### src/rtl/clock_ctrl_pkg.sv
// rtl/clock_ctrl_pkg.sv - shared types, constants and helpers for the clock step controller
package clock_ctrl_pkg;

  typedef enum logic [1:0] {
    STOPPED  = 2'd0,
    RUNNING  = 2'd1,
    STEPPING = 2'd2
  } state_t;

  localparam int MIN_DIVISOR   = 1;
  localparam int MAX_DIV_WIDTH = 64;

  // A zero divisor would never reach a boundary, so it is treated as the fastest legal rate.
  function automatic logic [MAX_DIV_WIDTH-1:0] clamp_divisor(input logic [MAX_DIV_WIDTH-1:0] d);
    if (d == '0) begin
      return MAX_DIV_WIDTH'(MIN_DIVISOR);
    end
    return d;
  endfunction

endpackage

### src/rtl/period_counter.sv
// rtl/period_counter.sv - programmable 0..D-1 period counter with boundary and phase flags
module period_counter #(
  parameter int WIDTH = 32
) (
  input  logic             clk,
  input  logic             rst,
  input  logic             enable,
  input  logic             clear,
  input  logic [WIDTH-1:0] divisor,
  output logic [WIDTH-1:0] count,
  output logic             boundary,
  output logic             phase_high
);

  assign boundary   = enable && (count == (divisor - WIDTH'(1)));
  assign phase_high = (count >= (divisor >> 1));

  always_ff @(posedge clk or posedge rst) begin
    if (rst) begin
      count <= '0;
    end else if (clear || boundary) begin
      count <= '0;
    end else if (enable) begin
      count <= count + WIDTH'(1);
    end
  end

endmodule

### src/rtl/clock_step_controller.sv
// rtl/clock_step_controller.sv - run/stop/single-step divided clock and tick generator
module clock_step_controller
  import clock_ctrl_pkg::*;
#(
  parameter int          WIDTH         = 32,
  parameter int unsigned RESET_DIVISOR = 2
) (
  input  logic             i_SYS_CLOCK,
  input  logic             i_RESET,
  input  logic             i_RUN,
  input  logic             i_STEP,
  input  logic             i_DIV_VALID,
  input  logic [WIDTH-1:0] i_DIV_DATA,
  output logic             o_DIV_READY,
  output logic             o_CLOCK,
  output logic             o_TICK,
  output logic             o_RUNNING,
  output logic [WIDTH-1:0] o_DIVISOR
);

  localparam logic [WIDTH-1:0] INIT_DIVISOR =
    WIDTH'(clamp_divisor(MAX_DIV_WIDTH'(RESET_DIVISOR)));

  state_t           state;
  logic [WIDTH-1:0] pending;
  logic [WIDTH-1:0] count;
  logic             counting;
  logic             boundary;
  logic             phase_high;
  logic             transfer;
  logic             apply;

  assign counting = (state != STOPPED);
  assign transfer = i_DIV_VALID && o_DIV_READY;
  // A new divisor only lands at a period start, so no period mixes two divisors.
  assign apply    = !o_DIV_READY && (counting ? boundary : (count == '0));

  period_counter #(
    .WIDTH(WIDTH)
  ) u_period_counter (
    .clk        (i_SYS_CLOCK),
    .rst        (i_RESET),
    .enable     (counting),
    .clear      (!counting),
    .divisor    (o_DIVISOR),
    .count      (count),
    .boundary   (boundary),
    .phase_high (phase_high)
  );

  always_ff @(posedge i_SYS_CLOCK or posedge i_RESET) begin
    if (i_RESET) begin
      state     <= STOPPED;
      o_RUNNING <= 1'b0;
      o_CLOCK   <= 1'b0;
      o_TICK    <= 1'b0;
    end else begin
      o_TICK  <= boundary;
      o_CLOCK <= counting && phase_high;
      case (state)
        STOPPED: begin
          if (i_RUN) begin
            state     <= RUNNING;
            o_RUNNING <= 1'b1;
          end else if (i_STEP) begin
            state     <= STEPPING;
            o_RUNNING <= 1'b1;
          end
        end
        RUNNING: begin
          if (boundary && !i_RUN) begin
            state     <= STOPPED;
            o_RUNNING <= 1'b0;
          end
        end
        STEPPING: begin
          if (boundary) begin
            if (i_RUN) begin
              state <= RUNNING;
            end else begin
              state     <= STOPPED;
              o_RUNNING <= 1'b0;
            end
          end
        end
        default: begin
          state     <= STOPPED;
          o_RUNNING <= 1'b0;
        end
      endcase
    end
  end

  always_ff @(posedge i_SYS_CLOCK or posedge i_RESET) begin
    if (i_RESET) begin
      o_DIV_READY <= 1'b1;
      o_DIVISOR   <= INIT_DIVISOR;
      pending     <= '0;
    end else if (apply) begin
      o_DIVISOR   <= pending;
      o_DIV_READY <= 1'b1;
    end else if (transfer) begin
      pending     <= WIDTH'(clamp_divisor(MAX_DIV_WIDTH'(i_DIV_DATA)));
      o_DIV_READY <= 1'b0;
    end
  end

endmodule
### config.mk
export PLATFORM = sky130hd
export DESIGN_NAME = clock_step_controller
export DESIGN_NICKNAME = d
export VERILOG_FILES = /design/src/rtl/clock_ctrl_pkg.sv /design/src/rtl/period_counter.sv /design/src/rtl/clock_step_controller.sv
export SDC_FILE = /design/constraint.sdc
export NUM_CORES = 1
export LEC_CHECK = 0
export BUFFER_PORTS_ARGS = -buffer_cell sky130_fd_sc_hd__buf_4
export CAP_MARGIN = 20
export CORE_MARGIN = 1
export CORE_UTILIZATION = 45
export DETAILED_ROUTE_END_ITERATION = 8
export GPL_TIMING_DRIVEN = 0
export MAX_ROUTING_LAYER = met4
export PLACE_DENSITY_LB_ADDON = 0.15
export SETUP_SLACK_MARGIN = 0.2
export SYNTH_ARGS = -nofsm -noshare
export SYNTH_HDL_FRONTEND = slang
export SYNTH_SLANG_ARGS = --single-unit
### constraint.sdc
create_clock -name i_SYS_CLOCK -period 4 [get_ports i_SYS_CLOCK]
set_input_delay 0.6 -clock i_SYS_CLOCK [delete_from_list [all_inputs] [get_ports i_SYS_CLOCK]]
set_output_delay 0.6 -clock i_SYS_CLOCK [all_outputs]
set_load 0.005 [all_outputs]
==> metrics.txt <==
worst skew pair latency=0.35 ns; Detailed Route WL=15,100 microns; Die H=around 120 microns; Fin. Hold Viols=0; H-tree depth=3; largest net degree at the start of global routing=54; cell family with most CP delay=simple AND/OR/NAND/NOR gates; routed via count=roughly 4,900; CP required=4.23 ns; worst-margin pin slew=about 0.7 ns; crit path max-delay cell type=or4_4; sequential share of power=between 30 and 40%; routed vias/inst=~5.5; VDD IR max=approximately 0.24 mV; CP bufs+invs=3; Core Box Area=roughly 14,000 sq um; Final Skew=just under 0.008 ns; syn nets=a little under 700; register area share after synthesis=39.9%; async set-reset flop share out of synthesis=100%; Sw Share=between 30 and 40%; worst-case clock buffer depth=2; DRT Pass-1 Iters=4; synthesized flop and latch total=102; total grt overflow=0; commonest non-fill, non-tap cell in the layout=dfrtp_1; fin crit share=approximately 91%; FMAX=about 280 MHz; Post-Syn Area=between 6000 and 7000 sq um; Final Core Density=a little over half; WP data arrival=between 3 and 4 ns; worst path cell trace=inv_1, ha_1, or3b_4, or4_4, a2111oi_4, nand4_1, nor4_2, nand3_1, o21a_1, buf_6, buf_12, mux2_4; area of the multi-input gates=~3500 sq um; # nets final=between 700 and 800; startpoint types=flip-flop; share of layout cells above drive strength 1=25.9%; Primary FF master, synth=dfrtp_1; post-DP HPWL=around 12,000 microns; fill cell count=roughly 1,300; Logic pwr share=slightly below 40%; Final Max Tran Viols=0; critical path peak fanout=10; Psw=approximately 1.4 mW; FF+latch area=roughly 2600 sq um; Setup-failing EPs final=0; max_slew headroom=52.5%; internal power=2.52 mW; routability cong.=~0.87; CTS buffer count=9; drt drc=0; P&R area growth vs syn=17.3%; CTS root buffer=clkbuf_16; ant diodes=0; clk sink count=just over 100; port bufs=72; initial antenna violation count=0; num rows=43; status=complete, no violations; DR WL/cell=17.1 microns; top-level I/O count=73; unrepaired setup endpoints after global routing=no; Mean Syn Cell Area=10.4 sq um; die area=~15,000 sq um; Critical path origin=o_DIVISOR[0]; Mapped Cells=just over 600; Setup crit end kind=flip-flop; power share of the clock group=22.7%; P_leak=roughly 3.6 nW; CTS clk-pin slew, worst paths=about 0.070 ns; hold crit path type=input port to asynchronous set/reset pin; yosys synthesis warning count=0; Netlist cell types=roughly 60; # hold bufs at CTS=0; r2r startpoint=o_DIVISOR[0]; gr usage total=23.0%; vias in the first global route=4,968; first-pass GRT wire length=25,200 microns; final setup margin=0.378 ns; TritonCTS clock tree=built; PnR Total Power=~3.9 mW; Hold WS=0.349 ns; minimum clock period=about 3.6 ns; # Max-Cap Violations=0; most frequent cells in the layout=dfrtp_1, buf_4, nor2_1; 1st-iter DRT viols=249; Post-synth EDFFs=0; CP Class=flip-flop to flip-flop; max incr delay on CP=around 0.50 ns; DIE WIDTH=~120 microns; Post-DRT Antenna Nets=0; Placement Setup Slack=slightly above 0.3 ns; pwr/cell area=522 nW/um^2; Initial Util=between 40% and 50%
## worst paths after layout
| path | slack [ns] | end | cells past startpoint |
|---|---|---|---|
| max | 0.38 | o_DIVISOR[22] | 12 |
| min | 0.35 | pending[14] | 2 |
| max reg2reg | 0.38 | o_DIVISOR[22] | 12 |
| min reg2reg | 0.49 | pending[0] | 2 |
| max in group asynchronous | 2.96 | u_period_counter.count[26] | 3 |
| min in group i_SYS_CLOCK | 0.40 | o_DIV_READY | 2 |
## layout make-up
cell class	instances	area share, %
multi-input cells	440	46.6
flip-flops and latches	102	34.0
repair buffers	73	7.56
clock buffers	10	3.05
well taps	180	3.00
plain buffers	30	2.70
inverters	42	2.13
clock inverters	6	0.949
## timing repair
action	4_1_cts	5_1_grt
resized for setup	0	2
setup endpoints to repair	0	31
setup buffers	0	0
endpoints found under the hold margin	0	0
## layer usage
metal | up-vias | track usage [%] | share of wire, %
met5 | - | - | 0
met4 | 0 | 9.41 | 2.4
met3 | 28 | 2.87 | 3.1
met2 | 93 | 35.2 | 46
met1 | 2371 | 30.8 | 48
li1 | 2371 | - | -
## synth_stat cells, drive strengths merged, types with 2 or more instances
library cell / n / area [sq um]
xnor2: 43 / 377
a2bb2oi: 2 / 17.5
and3: 6 / 37.5
o31ai: 3 / 22.5
nor2b: 2 / 12.5
o21ai: 10 / 50.1
a211oi: 3 / 22.5
nand4: 19 / 119
nor2: 55 / 206
a2111oi: 4 / 60.1
nand4b: 2 / 17.5
mux2: 64 / 830
xor2: 32 / 280
clkbuf: 13 / 48.8
buf: 17 / 154
dfstp: 2 / 52.6
a21oi: 10 / 50.1
or4: 7 / 56.3
o211ai: 4 / 30.0
or3: 6 / 37.5
nor4b: 2 / 17.5
or2: 2 / 12.5
o22ai: 2 / 12.5
inv: 42 / 158
o31a: 2 / 17.5
a41oi: 2 / 17.5
nor3b: 2 / 15.0
nor4: 26 / 181
ha: 34 / 425
a21o: 12 / 90.1
dfrtp: 100 / 2500
nor3: 16 / 80.1
nand3: 16 / 80.1
nand2: 26 / 100
nand2b: 2 / 12.5
a31oi: 2 / 12.5
and4: 5 / 43.8
and2: 4 / 25.0
## power by group through the flow
| stage | combinational [mW] | sequential [mW] | clock (mW) |
|---|---|---|---|
| floorplan | 1.12 | 1.44 | 0 |
| global placement | 1.47 | 1.52 | 0 |
| detailed placement | 1.51 | 1.53 | 0 |
| CTS | 1.53 | 1.51 | 0.919 |
| global route | 1.69 | 1.55 | 0.952 |
| finish | 1.52 | 1.51 | 0.892 |
## worst register-to-register path, delay by kind of cell (launching register included)
| kind | cells | cell delay [ns] |
|---|---|---|
| muxes | 1 | 0.31 |
| DFF | 1 | 0.48 |
| adders and majority gates | 1 | 0.28 |
| AOI/OAI and AO/OA | 2 | 0.59 |
| buffers and inverters | 3 | 0.40 |
| and+or+nand+nor | 5 | 1.44 |
## state kept, by name (all words and copies together), names as in the netlist
signal	cells
state	2
o_DIVISOR	32
pending	32
u_period_counter.count	32
o_DIV_READY	1
o_CLOCK	1
o_TICK	1
o_RUNNING	1
## stage by stage
step | TNS, ns | cell area, sq um | cells
2_1_floorplan | 0 | 6410 | 614
3_3_place_gp | -45.03 | 7180 | 866
3_5_place_dp | 0 | 7210 | 867
4_1_cts | 0 | 7510 | 883
5_1_grt | 0 | 7520 | 883
6_report | 0 | 7520 | 883
## kinds of logic (layout without fill, tap and decap cells)
kind of cell / after synthesis / after routing / synth area share, %
simple gates: 200 / 200 / 16.8
flops: 102 / 102 / 39.9
xor+xnor: 75 / 75 / 10.2
buf+inv: 72 / 161 / 5.62
compound gates: 66 / 66 / 7.77
mux: 65 / 65 / 13.1
fa+ha+maj: 34 / 34 / 6.64
No activity file was read; power rests on OpenSTA's default activity.
